<file path="config.mk">
export PLATFORM = sky130hd
export DESIGN_NAME = mc_control_unit
export DESIGN_NICKNAME = d
export VERILOG_FILES = /design/src/rtl/mc_control_unit.sv
export SDC_FILE = /design/constraint.sdc
export NUM_CORES = 1
export LEC_CHECK = 0
export ABC_CLOCK_PERIOD_IN_PS = 1900
export CORE_MARGIN = 3
export CORE_UTILIZATION = 37
export DETAILED_ROUTE_END_ITERATION = 6
export GPL_TIMING_DRIVEN = 0
export PLACE_DENSITY = 0.9
export SLEW_MARGIN = 20
export SYNTH_ARGS = -nofsm -noshare
export SYNTH_HDL_FRONTEND = slang
export SYNTH_SLANG_ARGS = --single-unit
</file>
<file path="constraint.sdc">
create_clock -name clk -period 1.9 [get_ports clk]
set_input_delay 0.19 -clock clk [delete_from_list [all_inputs] [get_ports clk]]
set_output_delay 0.19 -clock clk [all_outputs]
set_load 0.005 [all_outputs]
</file>
<file path="src/rtl/mc_control_unit.sv">
`default_nettype none
// ============================================================================
// Module   : mc_control_unit
// Purpose  : Multicycle RV32I control FSM plus ALU decoder. Decodes the
//            instruction held in the IR and sequences the shared datapath
//            for lw, sw, R-type (add/sub/and/or/slt), I-type ALU, beq, jal.
// Ports    : clk, rst (async, active-high)
//            op[6:0], funct3[2:0], funct7b5   - instruction fields from IR
//            zero                             - ALU result == 0 flag
//            pc_write, adr_src, mem_write, ir_write, reg_write
//            result_src[1:0], alu_src_a[1:0], alu_src_b[1:0], imm_src[1:0]
//            alu_control[2:0]                 - ALU operation select
//            illegal_instr                    - only with ILLEGAL_TRAP_EN
//            state_o[STATE_W-1:0]             - current state (debug)
// Config   : `define ILLEGAL_TRAP_EN to trap unsupported opcodes in a
//            terminal ILLEGAL state; otherwise they execute as a nop.
// Revision : 1.0 - initial release
// ============================================================================
module mc_control_unit #(
  parameter int STATE_W = 4
) (
  input  logic               clk,
  input  logic               rst,
  input  logic [6:0]         op,
  input  logic [2:0]         funct3,
  input  logic               funct7b5,
  input  logic               zero,
  output logic               pc_write,
  output logic               adr_src,
  output logic               mem_write,
  output logic               ir_write,
  output logic [1:0]         result_src,
  output logic [1:0]         alu_src_a,
  output logic [1:0]         alu_src_b,
  output logic [1:0]         imm_src,
  output logic               reg_write,
  output logic [2:0]         alu_control,
`ifdef ILLEGAL_TRAP_EN
  output logic               illegal_instr,
`endif
  output logic [STATE_W-1:0] state_o
);

  // State encoding
  localparam logic [STATE_W-1:0] S_FETCH    = STATE_W'(0);
  localparam logic [STATE_W-1:0] S_DECODE   = STATE_W'(1);
  localparam logic [STATE_W-1:0] S_MEMADR   = STATE_W'(2);
  localparam logic [STATE_W-1:0] S_MEMREAD  = STATE_W'(3);
  localparam logic [STATE_W-1:0] S_MEMWB    = STATE_W'(4);
  localparam logic [STATE_W-1:0] S_MEMWRITE = STATE_W'(5);
  localparam logic [STATE_W-1:0] S_EXECR    = STATE_W'(6);
  localparam logic [STATE_W-1:0] S_ALUWB    = STATE_W'(7);
  localparam logic [STATE_W-1:0] S_EXECI    = STATE_W'(8);
  localparam logic [STATE_W-1:0] S_JAL      = STATE_W'(9);
  localparam logic [STATE_W-1:0] S_BEQ      = STATE_W'(10);
`ifdef ILLEGAL_TRAP_EN
  localparam logic [STATE_W-1:0] S_ILLEGAL  = STATE_W'(11);
`endif

  // Opcodes
  localparam logic [6:0] OP_LW    = 7'b0000011;
  localparam logic [6:0] OP_SW    = 7'b0100011;
  localparam logic [6:0] OP_RTYPE = 7'b0110011;
  localparam logic [6:0] OP_ITYPE = 7'b0010011;
  localparam logic [6:0] OP_JAL   = 7'b1101111;
  localparam logic [6:0] OP_BEQ   = 7'b1100011;

  // ALU operation class
  localparam logic [1:0] ALUOP_ADD   = 2'b00;
  localparam logic [1:0] ALUOP_SUB   = 2'b01;
  localparam logic [1:0] ALUOP_FUNCT = 2'b10;

  logic [STATE_W-1:0] state_q;
  logic [STATE_W-1:0] state_d;
  logic [1:0]         alu_op;
  logic               pc_update;
  logic               branch;

  // --------------------------------------------------------------------------
  // State register
  // --------------------------------------------------------------------------
  always_ff @(posedge clk or posedge rst) begin
    if (rst) begin
      state_q <= S_FETCH;
    end else begin
      state_q <= state_d;
    end
  end

  // --------------------------------------------------------------------------
  // Next-state logic
  // --------------------------------------------------------------------------
  always_comb begin
    state_d = S_FETCH;
    case (state_q)
      S_FETCH:  state_d = S_DECODE;
      S_DECODE: begin
        case (op)
          OP_LW, OP_SW: state_d = S_MEMADR;
          OP_RTYPE:     state_d = S_EXECR;
          OP_ITYPE:     state_d = S_EXECI;
          OP_JAL:       state_d = S_JAL;
          OP_BEQ:       state_d = S_BEQ;
`ifdef ILLEGAL_TRAP_EN
          default:      state_d = S_ILLEGAL;
`else
          default:      state_d = S_FETCH;
`endif
        endcase
      end
      // Only lw and sw reach MEMADR, so anything not lw is a store.
      S_MEMADR:   state_d = (op == OP_LW) ? S_MEMREAD : S_MEMWRITE;
      S_MEMREAD:  state_d = S_MEMWB;
      S_EXECR:    state_d = S_ALUWB;
      S_EXECI:    state_d = S_ALUWB;
      S_JAL:      state_d = S_ALUWB;
      S_MEMWB:    state_d = S_FETCH;
      S_MEMWRITE: state_d = S_FETCH;
      S_ALUWB:    state_d = S_FETCH;
      S_BEQ:      state_d = S_FETCH;
`ifdef ILLEGAL_TRAP_EN
      S_ILLEGAL:  state_d = S_ILLEGAL;
`endif
      // Unreachable encodings recover to FETCH.
      default:    state_d = S_FETCH;
    endcase
  end

  // --------------------------------------------------------------------------
  // Moore outputs
  // --------------------------------------------------------------------------
  always_comb begin
    adr_src    = 1'b0;
    mem_write  = 1'b0;
    ir_write   = 1'b0;
    result_src = 2'b00;
    alu_src_a  = 2'b00;
    alu_src_b  = 2'b00;
    reg_write  = 1'b0;
    alu_op     = ALUOP_ADD;
    pc_update  = 1'b0;
    branch     = 1'b0;
    case (state_q)
      S_FETCH: begin
        ir_write   = 1'b1;
        alu_src_a  = 2'b00;
        alu_src_b  = 2'b10;
        alu_op     = ALUOP_ADD;
        result_src = 2'b10;
        pc_update  = 1'b1;
      end
      S_DECODE: begin
        // Branch target PC_old + imm lands in ALUOut for a possible beq.
        alu_src_a = 2'b01;
        alu_src_b = 2'b01;
        alu_op    = ALUOP_ADD;
      end
      S_MEMADR: begin
        alu_src_a = 2'b10;
        alu_src_b = 2'b01;
        alu_op    = ALUOP_ADD;
      end
      S_MEMREAD: begin
        adr_src = 1'b1;
      end
      S_MEMWRITE: begin
        adr_src   = 1'b1;
        mem_write = 1'b1;
      end
      S_MEMWB: begin
        result_src = 2'b01;
        reg_write  = 1'b1;
      end
      S_EXECR: begin
        alu_src_a = 2'b10;
        alu_src_b = 2'b00;
        alu_op    = ALUOP_FUNCT;
      end
      S_EXECI: begin
        alu_src_a = 2'b10;
        alu_src_b = 2'b01;
        alu_op    = ALUOP_FUNCT;
      end
      S_ALUWB: begin
        result_src = 2'b00;
        reg_write  = 1'b1;
      end
      S_BEQ: begin
        alu_src_a  = 2'b10;
        alu_src_b  = 2'b00;
        alu_op     = ALUOP_SUB;
        result_src = 2'b00;
        branch     = 1'b1;
      end
      S_JAL: begin
        // Return address PC_old + 4 computed here; target already in ALUOut.
        alu_src_a  = 2'b01;
        alu_src_b  = 2'b10;
        alu_op     = ALUOP_ADD;
        result_src = 2'b00;
        pc_update  = 1'b1;
      end
      default: begin
        // ILLEGAL and unreachable encodings keep every enable low.
      end
    endcase
    pc_write = pc_update | (branch & zero);
  end

`ifdef ILLEGAL_TRAP_EN
  assign illegal_instr = (state_q == S_ILLEGAL);
`endif

  // --------------------------------------------------------------------------
  // ALU decoder
  // --------------------------------------------------------------------------
  always_comb begin
    alu_control = 3'b000;
    case (alu_op)
      ALUOP_ADD: alu_control = 3'b000;
      ALUOP_SUB: alu_control = 3'b001;
      ALUOP_FUNCT: begin
        case (funct3)
          // op[5] separates R-type from I-type so addi never becomes sub.
          3'b000:  alu_control = (op[5] & funct7b5) ? 3'b001 : 3'b000;
          3'b010:  alu_control = 3'b101;
          3'b110:  alu_control = 3'b011;
          3'b111:  alu_control = 3'b010;
          default: alu_control = 3'b000;
        endcase
      end
      default: alu_control = 3'b000;
    endcase
  end

  // Immediate format depends only on the opcode.
  always_comb begin
    case (op)
      OP_SW:   imm_src = 2'b01;
      OP_BEQ:  imm_src = 2'b10;
      OP_JAL:  imm_src = 2'b11;
      default: imm_src = 2'b00;
    endcase
  end

  assign state_o = state_q;

endmodule
`default_nettype wire

</file>
Word level (Yosys, flattened, before mapping)
Index checks and enable logic that the tools add are counted.
Widths: inputs -> output; s select.
{"block": "totals", "out_inout_bits": 20, "elab_cells": 53, "regBits": 4}
{"block": "classes", "bitwise": 3, "reduce_logical": 11, "eq_ne": 21, "mux": 17}
{"cell": "$pmux 4 s5", "n": 2}
{"cell": "$eq 4x3->1 const B", "n": 4}
{"cell": "$pmux 2 s2", "n": 4}
{"cell": "$eq 7x6->1 const B", "n": 2}
{"cell": "$eq 7x7->1 const B", "n": 2}
{"cell": "$eq 4x4->1 const B", "n": 3}
{"cell": "$pmux 3 s4", "n": 1}
{"cell": "$reduce_or 2->1", "n": 6}
{"cell": "$eq 4x2->1 const B", "n": 2}
{"cell": "$eq 7x2->1 const B", "n": 1}
{"cell": "$eq 7x5->1 const B", "n": 1}
{"cell": "$mux 1", "n": 7}
{"cell": "$eq 3x3->1 const B", "n": 2}
{"cell": "$pmux 2 s3", "n": 1}
{"cell": "$pmux 3 s2", "n": 1}
{"cell": "$reduce_or 3->1", "n": 2}
{"cell": "$eq 4x1->1 const B", "n": 1}
{"cell": "$logic_not 4->1", "n": 1}
{"cell": "$reduce_or 4->1", "n": 1}
{"cell": "$eq 3x2->1 const B", "n": 1}
{"cell": "$logic_not 3->1", "n": 1}
{"cell": "$mux 3", "n": 1}
{"cell": "$and 1x1->1", "n": 2}
{"cell": "$eq 2x1->1 const B", "n": 1}
{"cell": "other kinds (2)", "n": 2}

Depth between registers and ports, before layout
{"block": "logic_depth", "depth_word": 5, "depth_mapped": 7, "depth_no_buf": 6}

Least setup slack after synthesis
OpenSTA, ideal clock, no wires.
{"block": "synth_timing", "kind": "register to output", "startpoint": "register state_q[2], in the netlist state_o[2]", "endpoint": "output port alu_control[0]", "slack_ps": 295, "t_arrival_ps": 1415, "required_ps": 1710, "stages_incl_launch_ff": 6, "path_buffers": 0, "path_cell_list": "dfrtp_1 > nand2b_1 > or2_4 > a21o_1 > ha_1 > a21oi_1"}
{"block": "synth_between", "elab_chain_cells": 5}
{"item": "start, declared", "line": "73", "rtl": "logic [STATE_W-1:0] state_q;"}
{"item": "start signal, assigned", "line": "86", "rtl": "state_q <= state_d;"}
{"item": "$eq 4x4->1 / $eq 4x3->1 (equally long branches)", "line": "143", "rtl": "case (state_q)"}
{"item": "$reduce_or 2->1 (no source line)"}
{"item": "$pmux 2 s2 *", "line": "143"}
{"item": "$eq 2x2->1 / $eq 2x1->1 (equally long branches)", "line": "219", "rtl": "case (alu_op)"}
{"item": "$pmux 3 s2 *", "line": "219"}
{"item": "end, declared", "line": "37", "rtl": "output logic [2:0] alu_control,"}
Mark *: on every way between the ends. The rest lies on a longest branch, timed or not.

Worst setup path after layout
Same ends and word-level chain as after synthesis.

==> results.tsv <==
stage	metric	value	unit
status	status	finished, violations left	
status	violations	setup timing	
synth	synth_mux_area_frac	0	
drt	viasPerCell	5.476	
clock_network	cts_hold_buf	0	
timing	clock_skew	0.006780	ns
synth	synth_seq_cells	4	
synth	synth_compound_area_frac	0.1936	
floorplan	die_h	45.87	µm
timing	hold_ws	0.1456	ns
global_routing	overflow	0	
clock_network	clockBufferDepth	2	
global_routing	grt_pass1_wl	3.153	mm
synth	synthAdderAreaFrac	0.04255	
timing	fin_setup_tns	-0.1224	ns
synth	yosysUniqueCellTypes	31	
final_layout	nets	146	
global_routing	grt_usage	0.2048	
synth	synth_top_area_share	0.1702	
synth	synthArstFlopShare	1.000	
power_and_ir_drop	p_per_area	678.9	mW/mm²
drt	vias	783	
final_layout	final_cells	143	
timing	fmax	0.5015	GHz
synth	yosys.area.top_type	dfrtp_1	
clock_network	cts.sinks	4	
place	hpwl	1.270	mm
synth	ys.flop_type	dfrtp_1	
worst_hold_path	hp-class	input pin to asynchronous set/reset pin	
power_and_ir_drop	leakage	0.5870	nW
critical_path	critical_path_required	1.71	ns
synth	synthTopCellsByCount	inv_1 (8), nor2_1 (7), nand2b_1 (5)	
final_layout	drive_above_1_share	0.3516	
clock_network	cts-root-buf	clkbuf_4	
drt	first_pass_iters	4	
drt	routedWlPerCell	14.10	µm
timing	finalHoldViolCount	0	
clock_network	cts_buffers	3	
final_layout	n_antenna_cell	0	
clock_network	cts_max_level	1	
critical_path	worstSetupStartpointType	flop	
floorplan	design.core.area	0.001399	mm²
floorplan	fp-row-count	13	
global_routing	grt_pass1_vias	750	
critical_path	path_class	flop to primary output	
clock_network	clkLatencyLatePin	0.24	ns
place	dp_cells	124	
synth	synth.avg_cell_area	7.738	µm²
drt	ant_nets	0	
synth	postSynthCellCount	76	
timing	worst_slew_pin_slew	0.2647	ns
drt	drcViolationCount	0	
critical_path	cp-end-kind	primary output	
run	cap_violations	0	
drt	wl	2.016	mm
timing	rsz0062_at_grt	true	
synth	synth_top_family_by_area	simple AND/OR/NAND/NOR gates	
final_layout	largest_register_ffs	4	
synth	mappedNetlistNets	92	
floorplan	pin_count	34	
place	gp_congestion	0.7978	
synth	synth.most_common_cell	inv_1	
global_routing	grt_max_degree	11	
clock_network	cts_tree	built	
critical_path	worst-path-max-fanout	10	
global_routing	antenna_found_initial	0	
synth	synth_area	588.1	µm²
synth	ys_seq_area_frac	0.1702	
floorplan	chipWidth	45.87	µm
critical_path	worstPathArrival	1.80	ns
drt	initialDrtViolationCount	9	
critical_path	slowest_delay	0.39	ns
timing	drv_slew	0	
critical_path	cpMostUsedCell	buf_6	
synth	synth.area.top_cells	dfrtp_1 (17%), buf_6 (5.7%), nand2b_1 (5.3%), inv_1 (5.1%), nor2_1 (4.5%)	
clock_network	clkTransAtPathRegs	0.04	ns
floorplan	start_util	0.4204	
timing	period_needed	1.994	ns
critical_path	cp_slowest_cell	dfrtp_2	
timing	setup_ws	-0.09414	ns
critical_path	worstPathCellList	buf_4, buf_6, inv_1, nand3_2, ha_2, buf_6, a31oi_1, a21oi_1, buf_2	
final_layout	areaGrowthSynthToFinish	94.26	%
synth	synth_edf_count	0	
timing	relSlewSlack	0.8228	
synth	synth-simple-area-share	0.4149	
synth	synth_xor_area_frac	0.04468	
place	port_buffers	33	
power_and_ir_drop	vdd_drop_max	0.3896	mV
timing	period_share	1.050	
synth	yosysWarnings	0	
timing	setup_viol	2	
floorplan	die_area	0.002104	mm²
-- kinds of logic (layout without fill, tap and decap cells) --
| group | after synthesis | count (layout) |
|---|---|---|
| fa+ha+maj | 2 | 2 |
| simple gates | 38 | 38 |
| flops | 4 | 4 |
| compound gates | 16 | 16 |
| xor+xnor | 3 | 3 |
| buf+inv | 13 | 65 |
-- metal layers --
| metal | wire (µm) | global-route usage | up-vias |
|---|---|---|---|
| met5 | 0 | 0 | - |
| met4 | 48 | 0.1250 | 0 |
| met3 | 198 | 0.04743 | 7 |
| met2 | 959 | 0.3571 | 47 |
| met1 | 809 | 0.2178 | 345 |
| li1 | - | - | 384 |
-- report_power, final --
| part | internal (mW) | switching (mW) | leakage (nW) |
|---|---|---|---|
| Combinational | 0.321 | 0.226 | 0.524 |
| Sequential | 0.103 | 0.0209 | 0.0494 |
| Clock | 0.0706 | 0.0350 | 0.0138 |
-- placed cells by master, fill, tap and decap left out, types with 2 or more instances in the layout --
cell	instances
a211o_1	2
a21oi_1	3
a31oi_1	2
and3_1	4
buf_2	3
buf_4	16
buf_6	4
clkbuf_4	3
clkdlybuf4s50_1	21
dfrtp_2	3
dlygate4sd2_1	3
dlymetal6s2s_1	6
inv_1	7
nand2_1	2
nand2b_1	4
nand3_1	2
nand3_2	2
nand4_1	4
nor2_1	7
nor3_1	2
o2111ai_1	2
xnor2_1	2
-- worst paths after layout --
path,end,slack (ns),start,cells past startpoint
min in group clk,state_o[1],0.45,op[4],4
max,alu_control[0],-0.09,state_o[2],9
max in group asynchronous,state_o[0],1.58,rst,2
min reg2reg,state_o[3],0.69,state_o[2],3
max reg2reg,state_o[2],0.47,state_o[3],6
min,state_o[1],0.15,rst,2
-- through the flow --
| stage | area [µm²] | setup WS (ns) | util | total power [mW] |
|---|---|---|---|---|
| CTS | 1067 | -0.1179 | 0.7630 | 0.7652 |
| floorplan | 588.1 | 0.2954 | - | 0.3505 |
| global placement | 937.1 | -0.2551 | 0.6699 | 0.5949 |
| detailed placement | 937.1 | -0.2794 | 0.6699 | 0.6085 |
| global route | 1142 | -0.1855 | 0.8166 | 0.8276 |
| finish | 1142 | -0.09414 | 0.8166 | 0.7756 |
-- critical path, delay by kind of cell (launching register included) --
| family | cells | cell delay, ns |
|---|---|---|
| AO/OA/AOI/OAI | 2 | 0.23 |
| flip-flops | 1 | 0.39 |
| AND/OR/NAND/NOR | 1 | 0.09 |
| adder cells (fa/ha/maj) | 1 | 0.20 |
| buffers and inverters | 5 | 0.64 |
-- repair_timing --
item	in CTS	in global routing
pin swaps	4	7
endpoints found under the setup margin	8	10
endpoints found under the hold margin	0	0
buffers inserted	11	6
resized for setup	28	11
-- area by class of cell --
type | instances | area [µm²]
well taps | 15 | 18.77
repair buffers | 50 | 457.9
flip-flops and latches | 4 | 103.9
fillers | 82 | 256.5
multi-input cells | 59 | 460.4
clock buffers | 3 | 22.52
inverters | 8 | 30.03
plain buffers | 4 | 48.80
(Power assumes the default switching activity.)
